<file path="config.mk">
export PLATFORM = sky130hd
export DESIGN_NAME = booth_r4_seq_mult
export DESIGN_NICKNAME = d
export VERILOG_FILES = /design/src/rtl/booth_r4_seq_mult.sv
export SDC_FILE = /design/constraint.sdc
export NUM_CORES = 1
export LEC_CHECK = 0
export BUFFER_PORTS_ARGS = -buffer_cell sky130_fd_sc_hd__clkbuf_2
export CORE_MARGIN = 3
export CORE_UTILIZATION = 35
export DETAILED_ROUTE_END_ITERATION = 8
export GPL_TIMING_DRIVEN = 0
export PLACE_DENSITY = 0.62
export SLEW_MARGIN = 20
export SYNTH_ARGS = -nofsm -noshare
export SYNTH_HDL_FRONTEND = slang
export SYNTH_SLANG_ARGS = --single-unit
</file>
<file path="constraint.sdc">
create_clock -name i_clk -period 6.35 [get_ports i_clk]
set_input_delay 0.3175 -clock i_clk [delete_from_list [all_inputs] [get_ports i_clk]]
set_output_delay 0.3175 -clock i_clk [all_outputs]
set_load 0.05 [all_outputs]
</file>
<file path="src/rtl/booth_r4_seq_mult.sv">
// Iterative radix-4 Booth multiplier, WIDTH x WIDTH -> 2*WIDTH.
// Accumulates PP_PER_CYCLE partial products per clock, with valid/ready handshakes on both sides.
module booth_r4_seq_mult #(
  parameter int unsigned WIDTH        = 16,
  parameter int unsigned PP_PER_CYCLE = 1
) (
  input  logic               i_clk,
  input  logic               i_rst_n,
  input  logic               i_clr,
  input  logic               i_valid,
  output logic               o_ready,
  input  logic               i_multa_ns,
  input  logic               i_multb_ns,
  input  logic [WIDTH-1:0]   i_multa,
  input  logic [WIDTH-1:0]   i_multb,
  output logic               o_valid,
  input  logic               i_ready,
  output logic [2*WIDTH-1:0] o_product,
  output logic               o_signed,
  output logic               o_busy
);

  localparam int unsigned NPP = WIDTH / 2 + 1;
  localparam int unsigned AW  = 2 * WIDTH + 2;
  localparam int unsigned CW  = $clog2(NPP + 1);
  localparam logic [CW-1:0] LastCnt = CW'(NPP - PP_PER_CYCLE);
  localparam logic [CW-1:0] CntStep = CW'(PP_PER_CYCLE);

  typedef enum logic [1:0] {StIdle, StCalc, StDone} state_e;

  state_e             state_q, state_d;
  logic [WIDTH+1:0]   x_q;
  logic [WIDTH+2:0]   y_q;
  logic [CW-1:0]      cnt_q;
  logic [AW-1:0]      acc_q, acc_sum;
  logic               sgn_q;
  logic [2*WIDTH-1:0] product_q;
  logic               signed_q;
  logic               accept, last;

  assign accept = (state_q == StIdle) & i_valid & ~i_clr;
  assign last   = (cnt_q == LastCnt);

  always_ff @(posedge i_clk or negedge i_rst_n) begin
    if (!i_rst_n) state_q <= StIdle;
    else          state_q <= state_d;
  end

  always_comb begin
    state_d = state_q;
    if (i_clr) begin
      state_d = StIdle;
    end else begin
      unique case (state_q)
        StIdle:  if (i_valid) state_d = StCalc;
        StCalc:  if (last)    state_d = StDone;
        StDone:  if (i_ready) state_d = StIdle;
        default: state_d = StIdle;
      endcase
    end
  end

  always_comb begin
    o_ready   = (state_q == StIdle);
    o_valid   = (state_q == StDone);
    o_busy    = (state_q != StIdle);
    o_product = product_q;
    o_signed  = signed_q;
  end

  // Booth digits cnt .. cnt+PP_PER_CYCLE-1, each scaled by 4^k into the accumulator.
  logic [AW-1:0] xe, pp;
  logic [2:0]    trip;
  int unsigned   sh;

  always_comb begin
    acc_sum = acc_q;
    xe      = {{WIDTH{x_q[WIDTH+1]}}, x_q};
    pp      = '0;
    trip    = '0;
    sh      = 0;
    for (int unsigned j = 0; j < PP_PER_CYCLE; j++) begin
      sh   = 2 * (32'(cnt_q) + j);
      trip = 3'(y_q >> sh);
      unique case (trip)
        3'b001, 3'b010: pp = xe;
        3'b101, 3'b110: pp = -xe;
        3'b011:         pp = xe << 1;
        3'b100:         pp = -(xe << 1);
        default:        pp = '0;
      endcase
      acc_sum = acc_sum + (pp << sh);
    end
  end

  always_ff @(posedge i_clk or negedge i_rst_n) begin
    if (!i_rst_n) begin
      x_q       <= '0;
      y_q       <= '0;
      cnt_q     <= '0;
      acc_q     <= '0;
      sgn_q     <= 1'b0;
      product_q <= '0;
      signed_q  <= 1'b0;
    end else if (accept) begin
      x_q   <= {{2{i_multa_ns & i_multa[WIDTH-1]}}, i_multa};
      y_q   <= {{2{i_multb_ns & i_multb[WIDTH-1]}}, i_multb, 1'b0};
      cnt_q <= '0;
      acc_q <= '0;
      sgn_q <= i_multa_ns | i_multb_ns;
    end else if (!i_clr && state_q == StCalc) begin
      acc_q <= acc_sum;
      cnt_q <= cnt_q + CntStep;
      if (last) begin
        product_q <= acc_sum[2*WIDTH-1:0];
        signed_q  <= sgn_q;
      end
    end
  end

endmodule

</file>
==> results.toml, run 1 <==
[run_status]
outcome = "finished, final reports clean"

[routing]
post_drt_wl_per_cell_um = 17.3
wl_um = 22500
viasPerCell = 5.52
final_antenna_net_count = 0
drtIter0Drc = 541
via_count = 7210
drt-pass1-iter-count = 8
drcViolationCount = 0

[worst_hold_path]
min_path_type = "in -> reg"
hold_depth = 3
min-delay-start = "i_multa[4]"
whs_endpoint = "x_q[4]"

[yosys]
yosys.area_share.simple = 0.215
synth_area_leaders = "dfrtp_1, nand2_1, ha_1"
yosysTopAreaCell = "dfrtp_1"
synth_area_mm2 = 0.00780
synth_top_family_by_area = "compound AO/OA/AOI/OAI gates"
synthMuxAreaShare = 0.0714
syn_avg_cell_area_um2 = 8.31
ys_seq_area_frac = 0.340
synth-edff-count = 0
synth_warnings = 0
synthArstFlopShare = 1.00
ys_seq_elements = 106
synth_nets = 1013
synthAdderAreaFrac = 0.0571
syn_inst = 939
synth_top_cell_area_share = 0.340
synthXorXnorAreaFrac = 0.0539
synth_cell_types = 67
synth_compound_area_frac = 0.222
synth_ff_type = "dfrtp_1"

[job]
drv_cap = 0

[pwr]
pwr-share-seq = 0.182
powerDensity_mw_per_mm2 = 560
ir_worst_vdd_mv = 0.202
p_sw_frac = 0.497
p_leak_nw = 4.25
p_int_mw = 2.51
clkPwrFrac = 0.115
switchingPower_mw = 2.47
p_comb_frac = 0.703
power_mw = 4.98

[global_route]
grt_pass1_vias = 6902
antenna_found_initial = 0
grt_max_degree = 63
grt_pass1_wl_um = 36500
grt_use_total = 0.188
grt-ovfl-total = 0

[timing]
rsz0062_at_grt = "false"
finalMaxSlewViolations = 0
max_slew.worst_pin.slew_ns = 0.892
finalWorstSetupSlack_ns = 0.395
tns_ns = 0
finClkSkew_ns = 0.0115
hold_slack_ns = 0.144
timing.final.crit_share = 0.938
max_clock_freq_ghz = 0.168
slew_headroom = 0.402
hold_viol = 0
setup_viol = 0
min_period_ns = 5.96

[clock_tree]
htreeDepth = 3
numCtsBuffers = 9
cts_buffer_depth = 2
cts-root-buf = "clkbuf_16"
worst_skew_pair.late_latency_ns = 0.36
cts.clk_slew.worst_paths_ns = 0.07
cts_tree = "built"
numClockSinks = 106

[layout]
layout.cells.non_filler = 1306
syn2layout_area_growth_pct = 14.1
diodes = 0
fillers = 2219
fin_nets = 1101
drive_above_1_share = 0.139

[floorplanning]
start_util = 0.363
die_y_um = 155
core_mm2 = 0.0215
fp.dieW_um = 155
io-pin-count = 75
std_cell_rows = 53
die-area_mm2 = 0.0241

[worst_setup_path]
r2r_end = "acc_q[31]"
setup.worst_path.end_class = "flop"
criticalPathCategory = "reg -> reg"
cp.arrival_ns = 6.20
reg2regPathDepth = 22
required_ns = 6.59
path_max_fanout = 10
r2r_start = "cnt_q[0]"
worstSetupStartpointType = "flop"
reg2reg_setup_slack_ns = 0.39

[placement]
dp_cells = 1289
place_ws_ns = 0.191
dp_hpwl_um = 17300
gp_congestion = 0.951
io_buffers = 74
cells by family (layout without fill, tap and decap cells):
family                     Yosys count  count (layout)
and+or+nand+nor                    380             380
muxes                               40              40
buffers and inverters               79             171
adders and majority gates           35              35
AOI/OAI and AO/OA                  251             251
xor gates and xnor gates            48              48
DFF                                106             106
what timing repair did:
item,4_1_cts,5_1_grt
setup endpoints to repair,0,14
hold buffers,1,0
resized for setup,0,9
buffers inserted,0,1
endpoints found under the hold margin,44,0
how the worst max path moves through the flow:
stage,from,endpoint,depth (start not counted)
floorplan,cnt_q[0],acc_q[31],25
global placement,cnt_q[0],acc_q[29],23
detailed placement,cnt_q[0],acc_q[29],23
CTS,cnt_q[0],acc_q[29],23
global route,cnt_q[0],o_product[27],24
finish,cnt_q[0],acc_q[31],22
worst max-delay path, cell delays in order, from the launching register on:
cell	delay, ns
dfrtp_1	0.38
buf_6	0.16
mux4_2	0.55
mux2i_4	0.26
o21ai_0	0.26
xnor2_1	0.25
buf_2	0.25
a222oi_1	0.56
mux4_2	0.44
nor2_1	0.05
a21oi_1	0.13
nor2_1	0.08
ha_1	0.40
nand3_1	0.13
nor4_1	0.50
o31ai_1	0.22
a21oi_1	0.34
o211ai_1	0.15
nand2_1	0.12
xnor2_2	0.11
and3_1	0.18
a311oi_1	0.24
nand2_1	0.09
cell usage in the layout, fill, tap and decap left out, drive strengths merged, types with 5 or more instances in the layout:
cell    instances
nand2         207
clkbuf        127
dfrtp         106
nor2           60
a21oi          56
o21ai          49
xnor2          36
ha             34
a22o           33
inv            25
nor3           21
nand3          20
a21o           19
a211oi         18
mux2           15
mux2i          15
buf            13
xor2           12
mux4           10
o21bai         10
and3            9
nor4            9
and2            9
nor2b           8
or3             8
nand2b          7
a31oi           7
o21a            7
o31ai           7
o22ai           6
nor3b           6
or2             6
o211ai          5
a221oi          5
per-stage QoR:
| step | util | instance area, µm² |
|---|---|---|
| 6_report | 0.414 | 8900 |
| 5_1_grt | 0.414 | 8900 |
| 4_1_cts | 0.412 | 8860 |
| 3_5_place_dp | 0.398 | 8550 |
| 3_3_place_gp | 0.396 | 8510 |
| 2_1_floorplan | - | 7800 |
final cells by class:
cell class | count | area [µm²] | area share
Tap cell | 275 | 344 | 0.0387
Clock buffer | 11 | 243 | 0.0273
Sequential cell | 106 | 2650 | 0.298
Clock inverter | 4 | 51.3 | 0.00577
Timing Repair Buffer | 77 | 424 | 0.0477
Inverter | 26 | 97.6 | 0.0110
Buffer | 53 | 218 | 0.0245
Multi-Input combinational cell | 754 | 4870 | 0.547
flip-flops by register name, summed over array words and instances (netlist names):
name	cells
x_q	17
cnt_q	4
y_q	17
state_q	2
acc_q	32
o_product	32
o_signed	1
sgn_q	1
cells in the mapped netlist (7+ instances only):
master / instances
and2_1: 9
o21a_1: 7
nand2_1: 207
and3_1: 9
xor2_1: 12
nor4_1: 9
mux2_2: 15
o21ai_0: 48
inv_1: 23
mux4_2: 10
nor2b_1: 8
nor2_1: 60
nand3_1: 20
nor3_1: 21
a22o_1: 33
a21oi_1: 56
dfrtp_1: 106
o21bai_1: 10
a211oi_1: 18
nand2b_1: 7
or3_1: 8
clkbuf_1: 41
a31oi_1: 7
mux2i_1: 14
a21o_1: 19
ha_1: 34
xnor2_1: 36
per-layer routing:
metal  share of wire  track usage  up-vias  wire length [µm]
met5               0            0        -                 0
met4           0.019       0.0529        0               425
met3           0.056       0.0331       31              1250
met2            0.42        0.282      198              9540
met1            0.50        0.279     3441             11300
li1                -            -     3540                 -
power by group through the flow:
| stage | registers, mW | logic (mW) | clock network, mW |
|---|---|---|---|
| detailed placement | 0.914 | 3.40 | 0 |
| finish | 0.907 | 3.50 | 0.574 |
| global route | 0.925 | 3.84 | 0.612 |
| CTS | 0.905 | 3.42 | 0.594 |
| floorplan | 0.912 | 2.60 | 0 |
| global placement | 0.915 | 3.38 | 0 |
Power figures use the tool's default switching activity.
==> inputs of run 2 (changes only) <==
==> constraint.sdc (replaced) <==
create_clock -name i_clk -period 7 [get_ports i_clk]
set_input_delay 0.35 -clock i_clk [delete_from_list [all_inputs] [get_ports i_clk]]
set_output_delay 0.35 -clock i_clk [all_outputs]
set_load 0.05 [all_outputs]
==> run 2 against run 1 <==
Effect of this change: utilization fell by 0.17 points; largest cell class unchanged; clock power is 9.2% lower; critical path type unchanged; highest routed layer unchanged; global-route usage unchanged.
==> results.toml, run 2 (synthesis results as in run 1) <==
[timing]
timing.final.crit_share = 0.903
finClkSkew_ns = 0.0123
max_slew.worst_pin.slew_ns = 0.923
min_period_ns = 6.32
slew_headroom = 0.381
max_clock_freq_ghz = 0.158
setup_viol = 0
finalMaxSlewViolations = 0
tns_ns = 0
hold_viol = 0
rsz0062_at_grt = "false"

[global_route]
gr-usage-met2 = 0.282
grtUsageMet1 = 0.279
grt_max_degree = 63
grt_use_met3 = 0.0331
grt_use_total = 0.188
grt_pass1_wl_um = 36500
antenna_found_initial = 0
grt_pass1_vias = 6902
grt-ovfl-total = 0
grt.busiest_layer = "met2"

[pwr]
p_sw_frac = 0.498
power_mw = 4.50
p_comb_frac = 0.701
ir_worst_vdd_mv = 0.182
pwr-share-seq = 0.183
clkPwrFrac = 0.116
powerDensity_mw_per_mm2 = 507
switchingPower_mw = 2.24
p_int_mw = 2.26
p_leak_nw = 4.24

[worst_setup_path]
worstSetupStartpointType = "flop"
path_max_fanout = 10
cp.arrival_ns = 6.56
required_ns = 7.24
setup.worst_path.end_class = "flop"
criticalPathCategory = "reg -> reg"

[routing]
via_count = 7233
drcViolationCount = 0
post_drt_wl_per_cell_um = 17.3
viasPerCell = 5.54
wl_um = 22500
drt-pass1-iter-count = 6
final_antenna_net_count = 0
drtIter0Drc = 560

[layout]
diodes = 0
fillers = 2220
final_cell_mix = "nand2_1, dfrtp_1, clkbuf_2"
fin_nets = 1100
drive_above_1_share = 0.133
layout_commonest_cell = "nand2_1"
syn2layout_area_growth_pct = 13.6

[placement]
dp_hpwl_um = 17300
io_buffers = 74
gp_congestion = 0.951

[clock_tree]
numClockSinks = 106
hold_buffers = 1
post_cts_buffers = 0
numCtsBuffers = 9
cts.clk_slew.worst_paths_ns = 0.07
cts_tree = "built"
cts-root-buf = "clkbuf_16"
htreeDepth = 3
cts_resized = 0
cts_buffer_depth = 2
worst_skew_pair.late_latency_ns = 0.36

[worst_hold_path]
min_path_type = "in -> reg"

[floorplanning]
std_cell_rows = 53
io-pin-count = 75
die_y_um = 155
fp.dieW_um = 155
die-area_mm2 = 0.0241
start_util = 0.363
core_mm2 = 0.0215

[job]
drv_cap = 0

[run_status]
outcome = "finished, final reports clean"
## run 2: cell count changes in the layout (fill, tap and decap cells not counted), sizes merged
cell	delta
buf	-1
## run 2: metal layers
metal	share of wire	routed length (µm)	vias to the layer above
met1	0.50	11400	3465
met3	0.053	1190	29
li1	-	-	3543
met4	0.018	411	0
met2	0.42	9550	196
met5	0	0	-
## run 2: area by class of cell
class / instances / area [µm²] / area share
clock inverters: 4 / 51.3 / 0.00579
clock buffers: 11 / 243 / 0.0274
repair buffers: 76 / 417 / 0.0470
inverters: 26 / 97.6 / 0.0110
multi-input cells: 754 / 4840 / 0.546
well taps: 275 / 344 / 0.0388
plain buffers: 53 / 215 / 0.0243
flip-flops and latches: 106 / 2650 / 0.299
## run 2: power by group through the flow
stage / combinational, mW / clock (mW) / sequential [mW]
4_1_cts: 3.10 / 0.539 / 0.821
3_3_place_gp: 3.07 / 0 / 0.830
2_1_floorplan: 2.35 / 0 / 0.827
6_report: 3.15 / 0.521 / 0.822
5_1_grt: 3.46 / 0.555 / 0.838
3_5_place_dp: 3.08 / 0 / 0.829
## run 2: critical path: stages (launching register included)
cell and delay, ns:
dfrtp_1 0.38, buf_6 0.16, mux4_2 0.52, nand2b_1 0.19, nand3_1 0.18, or2_1 0.13
clkbuf_2 0.17, clkbuf_1 0.47, o21bai_1 0.14, a221oi_1 0.59, mux4_2 0.44, nor2_1 0.05
a21oi_1 0.13, nor2_1 0.08, ha_1 0.40, nand3_1 0.13, nor4_1 0.51, o31ai_1 0.21
a21oi_1 0.33, o21ai_0 0.26, o21bai_1 0.18, a21oi_1 0.10, xnor2_1 0.16, mux2_2 0.28
## run 2: final timing paths
check / from / to / slack, ns / cells past startpoint
max: cnt_q[0] / o_product[27] / 0.68 / 23
min: i_multa[4] / x_q[4] / 0.18 / 3
min in group asynchronous: i_rst_n / o_product[14] / 0.48 / 2
max in group asynchronous: i_rst_n / y_q[11] / 5.87 / 3
min reg2reg: sgn_q / o_signed / 0.47 / 2
max reg2reg: cnt_q[0] / o_product[27] / 0.68 / 23
## run 2: stage by stage
step	worst slack, ns	cell area [µm²]	hold WS (ns)	utilization	instances
after detailed placement	0.841	8550	0.312	0.398	1289
after floorplan	2.03	7800	0.0544	-	939
final	0.681	8860	0.176	0.412	1305
after global routing	0.264	8860	0.187	0.412	1305
after CTS	0.764	8860	0.163	0.412	1305
after global placement	0.846	8510	0.453	0.396	1288
